==> config.mk <==
export PLATFORM = sky130hd
export DESIGN_NAME = hazard_sched
export DESIGN_NICKNAME = d
export VERILOG_FILES = /design/src/rtl/hazard_sched.sv
export SDC_FILE = /design/constraint.sdc
export NUM_CORES = 1
export LEC_CHECK = 0
export CAP_MARGIN = 15
export CORE_MARGIN = 2
export CORE_UTILIZATION = 35
export DETAILED_ROUTE_END_ITERATION = 6
export PLACE_DENSITY = 0.75
export SETUP_SLACK_MARGIN = 0.02
export SLEW_MARGIN = 20
export SYNTH_ARGS = -nofsm -noshare
export SYNTH_HDL_FRONTEND = slang
export SYNTH_SLANG_ARGS = --single-unit
==> constraint.sdc <==
create_clock -name CLK -period 2.41 [get_ports CLK]
set_clock_uncertainty 0.05 [all_clocks]
set_input_delay 0.482 -clock CLK [delete_from_list [all_inputs] [get_ports CLK]]
set_output_delay 0.482 -clock CLK [all_outputs]
set_load 0.02 [all_outputs]
==> src/rtl/hazard_sched.sv <==
// Hazard/stall scheduler for the 5-stage pipeline: stall, flush, forwarding and MCycle/cache FSMs.
// Build macro HAZARD_FWD_EN: defined -> operand forwarding + load-use stall only; undefined -> RAW stall, no forwarding.
module hazard_sched #(
   parameter int MC_TIMEOUT = 64,
   parameter int CNT_W      = 7
) (
   input  logic       CLK,
   input  logic       RESET,
   input  logic [3:0] RA1D,
   input  logic [3:0] RA2D,
   input  logic [3:0] RA1E,
   input  logic [3:0] RA2E,
   input  logic [3:0] WA3E,
   input  logic [3:0] WA3M,
   input  logic [3:0] WA3W,
   input  logic       RegWE,
   input  logic       RegWM,
   input  logic       RegWW,
   input  logic       MemtoRegE,
   input  logic       BranchTakenE,
   input  logic       StartE,
   input  logic       MDone,
   input  logic       CacheMiss,
   input  logic       CacheReady,
   output logic       StallF,
   output logic       StallD,
   output logic       FlushD,
   output logic       FlushE,
   output logic       Mstall,
   output logic       Cache_Stall,
   output logic [1:0] ForwardAE,
   output logic [1:0] ForwardBE,
   output logic       McTimeout
);

   typedef enum logic [1:0] {MC_IDLE, MC_BUSY, MC_HOLD} mc_state_t;
   typedef enum logic       {CA_IDLE, CA_WAIT}          ca_state_t;

   mc_state_t        r_mc_state;
   ca_state_t        r_ca_state;
   logic [CNT_W-1:0] r_cnt;
   logic             r_timeout;

   logic       w_raw_stall;
   logic       w_mstall;
   logic       w_cache_stall;
   logic       w_frz;
   logic       w_mc_last;
   logic [1:0] w_fwd_a;
   logic [1:0] w_fwd_b;

   // R15 is the PC, never a real data dependency.
   function automatic logic reg_match(input logic [3:0] a, input logic [3:0] b);
      return (a == b) && (a != 4'd15);
   endfunction

`ifdef HAZARD_FWD_EN
   function automatic logic [1:0] fwd_sel(input logic [3:0] ra);
      if (RegWM && reg_match(WA3M, ra))
         return 2'b10;
      else if (RegWW && reg_match(WA3W, ra))
         return 2'b01;
      else
         return 2'b00;
   endfunction

   assign w_raw_stall = MemtoRegE & RegWE & (reg_match(WA3E, RA1D) | reg_match(WA3E, RA2D));
   assign w_fwd_a     = fwd_sel(RA1E);
   assign w_fwd_b     = fwd_sel(RA2E);
`else
   logic w_unused_fwd;

   assign w_raw_stall  = (RegWE & (reg_match(WA3E, RA1D) | reg_match(WA3E, RA2D)))
                       | (RegWM & (reg_match(WA3M, RA1D) | reg_match(WA3M, RA2D)));
   assign w_fwd_a      = 2'b00;
   assign w_fwd_b      = 2'b00;
   assign w_unused_fwd = ^{RA1E, RA2E, WA3W, RegWW, MemtoRegE};
`endif

   assign w_mc_last = (r_cnt == CNT_W'(MC_TIMEOUT - 1));

   // NOTE: every always_comb output gets a default first so no path can infer a latch.
   always_comb begin
      w_cache_stall = 1'b0;
      case (r_ca_state)
         CA_IDLE: w_cache_stall = CacheMiss;
         CA_WAIT: w_cache_stall = ~CacheReady;
         default: w_cache_stall = 1'b0;
      endcase
   end

   always_comb begin
      w_mstall = 1'b0;
      case (r_mc_state)
         MC_IDLE: w_mstall = StartE;
         MC_BUSY: w_mstall = ~MDone & ~w_mc_last;
         default: w_mstall = 1'b0;
      endcase
   end

   assign w_frz = w_mstall | w_cache_stall;

   // Flush only when E can move; the D/E register would otherwise lose a frozen op.
   assign StallF      = ~RESET & (w_raw_stall | w_frz);
   assign StallD      = ~RESET & (w_raw_stall | w_frz);
   assign FlushD      = ~RESET & BranchTakenE & ~w_frz;
   assign FlushE      = ~RESET & (w_raw_stall | BranchTakenE) & ~w_frz;
   assign Mstall      = ~RESET & w_mstall;
   assign Cache_Stall = ~RESET & w_cache_stall;
   assign ForwardAE   = RESET ? 2'b00 : w_fwd_a;
   assign ForwardBE   = RESET ? 2'b00 : w_fwd_b;
   assign McTimeout   = r_timeout;

   // NOTE: state registers use non-blocking assignments so all FSMs sample the same pre-edge values.
   always_ff @(posedge CLK or posedge RESET) begin
      if (RESET) begin
         r_mc_state <= MC_IDLE;
         r_ca_state <= CA_IDLE;
         r_cnt      <= '0;
         r_timeout  <= 1'b0;
      end else begin
         case (r_mc_state)
            MC_IDLE: begin
               if (StartE) begin
                  r_mc_state <= MC_BUSY;
                  r_cnt      <= '0;
               end
            end
            MC_BUSY: begin
               r_cnt <= r_cnt + CNT_W'(1);
               if (MDone)
                  r_mc_state <= w_cache_stall ? MC_HOLD : MC_IDLE;
               else if (w_mc_last) begin
                  r_mc_state <= MC_IDLE;
                  r_timeout  <= 1'b1;
               end
            end
            // Result already delivered; wait out the cache freeze without re-issuing.
            MC_HOLD: begin
               if (!w_cache_stall)
                  r_mc_state <= MC_IDLE;
            end
            default: r_mc_state <= MC_IDLE;
         endcase

         if (r_ca_state == CA_IDLE) begin
            if (CacheMiss)
               r_ca_state <= CA_WAIT;
         end else if (CacheReady) begin
            r_ca_state <= CA_IDLE;
         end
      end
   end

endmodule

==> reports/metrics.cfg <==
[sta]
hold_viol=0
fin_crit_ns=2.31
slew_violations=0
whs_ns=0.439
post-route-period-util_pct=95.6
finalSetupViolCount=0
rsz0062_at_grt=yes
fin_ws_ns=0.105
max_freq_mhz=434

[floorplanning]
row_count=17
die_y_um=52.4
start_util_pct=37.0
die_area_um2=2740
core_area_um2=2210
die_w_um=52.4
io_pins=50

[global_routing]
antenna_found_initial=0
grt_max_degree=12
grt_usage_pct=17.7
grt_pass1_wl_mm=3.57
grt_remaining_overflow=0
grt_pass1_vias=887

[hold_path]
hold_start=McTimeout$_DFFE_PP0P_
hold_path_class=register to register

[synth]
yosysWarnings=0
syn_avg_cell_area_um2=8.91
netlist_instances=92
synthSimpleGateAreaFrac_pct=21.4
synth.area.mux_share_pct=0
synth_top_family_by_area=simple AND/OR/NAND/NOR gates
ys_ff_latch=11
synth_fa_ha_area_share_pct=1.53
synth-seq-area-share_pct=33.6
yosysTopAreaCell=dfrtp_1
synthesis.area_um2=820
yosys.area_share.xor_xnor_pct=18.2
synth_top_area_share_pct=33.6
yosys-top-cells-area=dfrtp_1, xor2_1, o21ai_0
synth.distinct_cells=31
synth_compound_area_share_pct=18.5

[power]
p_leak_nw=0.581
powerDensity_nw_per_um2=581
swShare_pct=37.6
p_int_w=0.000460
vdd_ir_drop_max_v=0.000424
p_switching_w=0.000278
pwr-share-comb_pct=48.9
total_power_w=0.000738
pwr-share-seq_pct=33.1
pwr-share-clk_pct=18.0

[routing]
dr_total_vias=865
via_per_inst=5.21
first_iter_violations=8
ant_nets=0
wl_per_cell_um=13.3
routed_wirelength_mm=2.21
dr.pass1.iters=5
drc=0

[placement]
placed_area_um2=1220
portBuffers=31
pre_cts_slack_ns=-0.644
hpwl_mm=1.80
gp_congestion=0.811

[setup_path]
worst_ep_arrival_time_ns=1.77
crit_path_start=r_cnt[1]$_DFFE_PP0P_
cp_slowest_cell=dfrtp_1
path_max_fanout=4
slowest_delay_ns=0.37
worstSetupStartpointType=register
cp.required_ns=1.88
crit_chain=ha_2 > nand3_2 > buf_6 > o311ai_4 > a21oi_2 > and2_1 > buf_2
worstPathBufferInverterCount=2
rr_startpoint=r_mc_state[0]$_DFFE_PP0P_
criticalPathCategory=register to primary output
cp_top_family=flip-flops
cp-end-kind=primary output

[final_layout]
regArea_um2=275
multi_input_area_um2=547
area_growth_pct=55.1
final_nets=179
num-fill-cells=223
drive_gt1_share_pct=25.4
n_antenna_cell=0
stdcell_area_um2=1270

[cts]
clk_latency_ns=0.28
htree_levels=1
hold_buffers=0
clk_pin_slew_ns=0.08
cts_tree=done
cts.sinks=11
root_buffer=clkbuf_4
cts_buffer_depth=2
cts_inserted_buffers=3

[status]
status=finished clean

[flow_run]
cap_violations=0

## sequential cells by signal, indices dropped and copies added, names as in the netlist
signal,count
McTimeout,1
r_cnt,7
r_ca_state,1
r_mc_state,2
## worst reg2reg max path: stages, from the launching register on
cell	delay [ns]
dfrtp_1	0.36
buf_4	0.15
nor2b_1	0.36
nand4_1	0.19
nand3_1	0.11
o21ai_0	0.08
## through the flow
stage | instances | setup TNS [ns] | util (%)
floorplan | 95 | 0 | -
global route | 166 | -0.00518 | 57.5
global placement | 160 | -2.31 | 55.2
finish | 166 | 0 | 57.5
detailed placement | 160 | -2.49 | 55.2
CTS | 164 | 0 | 55.1
## kinds of logic (layout without fill, tap and decap cells)
logic type                 after synthesis  count (layout)
DFF                                     11              11
xor gates and xnor gates                17              17
and+or+nand+nor                         31              31
buffers and inverters                    9              52
adders and majority gates                1               1
other                                    1               4
AOI/OAI and AO/OA                       22              22
## cell type report
class                   instances  area share, %
clock buffers                   4           2.07
inverters                       4           1.18
multi-input cells              75           43.0
flip-flops and latches         11           21.7
well taps                      28           2.76
repair buffers                 44           29.3
## layer usage
| metal | track usage [%] | part of all wire (%) | vias to the layer above |
|---|---|---|---|
| met5 | 0 | 0 | - |
| met4 | 7.26 | 2.2 | 0 |
| met3 | 6.57 | 6.7 | 6 |
| met2 | 35.8 | 58 | 33 |
| met1 | 14.8 | 33 | 414 |
| li1 | - | - | 412 |
## layout by cell type (no fill, tap or decap), drive strengths merged, types with 5 or more instances in the layout
cell           netlist  final
buf                  5     18
clkbuf               0      7
dfrtp               11     11
nor4                 5      5
clkdlybuf4s50        0      8
clkdlybuf4s15        0      5
nand2                8      8
xor2                17     17
o21ai                9      9
dlygate4sd2          0      9
## cells in the mapped netlist
| cell type | number |
|---|---|
| o311a_1 | 1 |
| conb_1 | 1 |
| nor2b_1 | 2 |
| nor4_2 | 1 |
| nand2_1 | 8 |
| nor3_2 | 1 |
| nor3_1 | 1 |
| ha_1 | 1 |
| nand3_2 | 1 |
| o21a_1 | 1 |
| a31o_2 | 1 |
| o311ai_1 | 2 |
| buf_4 | 5 |
| or2_2 | 1 |
| a22o_1 | 1 |
| o21ai_0 | 9 |
| nand2b_1 | 2 |
| xor2_1 | 17 |
| inv_1 | 4 |
| dfrtp_1 | 11 |
| nand3_1 | 1 |
| and2_1 | 1 |
| and3_1 | 1 |
| o21bai_1 | 1 |
| a21oi_1 | 2 |
| a311oi_2 | 1 |
| o211ai_1 | 2 |
| a31oi_1 | 1 |
| nand4_1 | 3 |
| nor2_1 | 4 |
| nor4_1 | 4 |
## final timing paths
kind,to,slack [ns],cells after the start
worst min register to register,McTimeout$_DFFE_PP0P_,0.44,1
min in group asynchronous,r_cnt[6]$_DFFE_PP0P_,0.60,3
worst max-delay path,Mstall,0.10,7
worst min-delay path,McTimeout$_DFFE_PP0P_,0.44,1
max in group asynchronous,McTimeout$_DFFE_PP0P_,1.56,3
worst max register to register,r_cnt[5]$_DFFE_PP0P_,0.99,5
## power by group through the flow
stage                     combinational [W]  sequential (W)  clock (W)
after floorplan                    0.000174        0.000246          0
after global placement             0.000335        0.000244          0
after detailed placement           0.000348        0.000247          0
after CTS                          0.000334        0.000244   0.000134
after global routing               0.000401        0.000250   0.000141
final                              0.000361        0.000244   0.000133
## what timing repair did
item / CTS / global route
setup buffers: 0 / 2
pin swaps: 8 / 10
cloned: 0 / 0
endpoints found under the setup margin: 6 / 5
gates resized for setup: 45 / 20
Note: power is estimated with default switching activity, not from simulation.
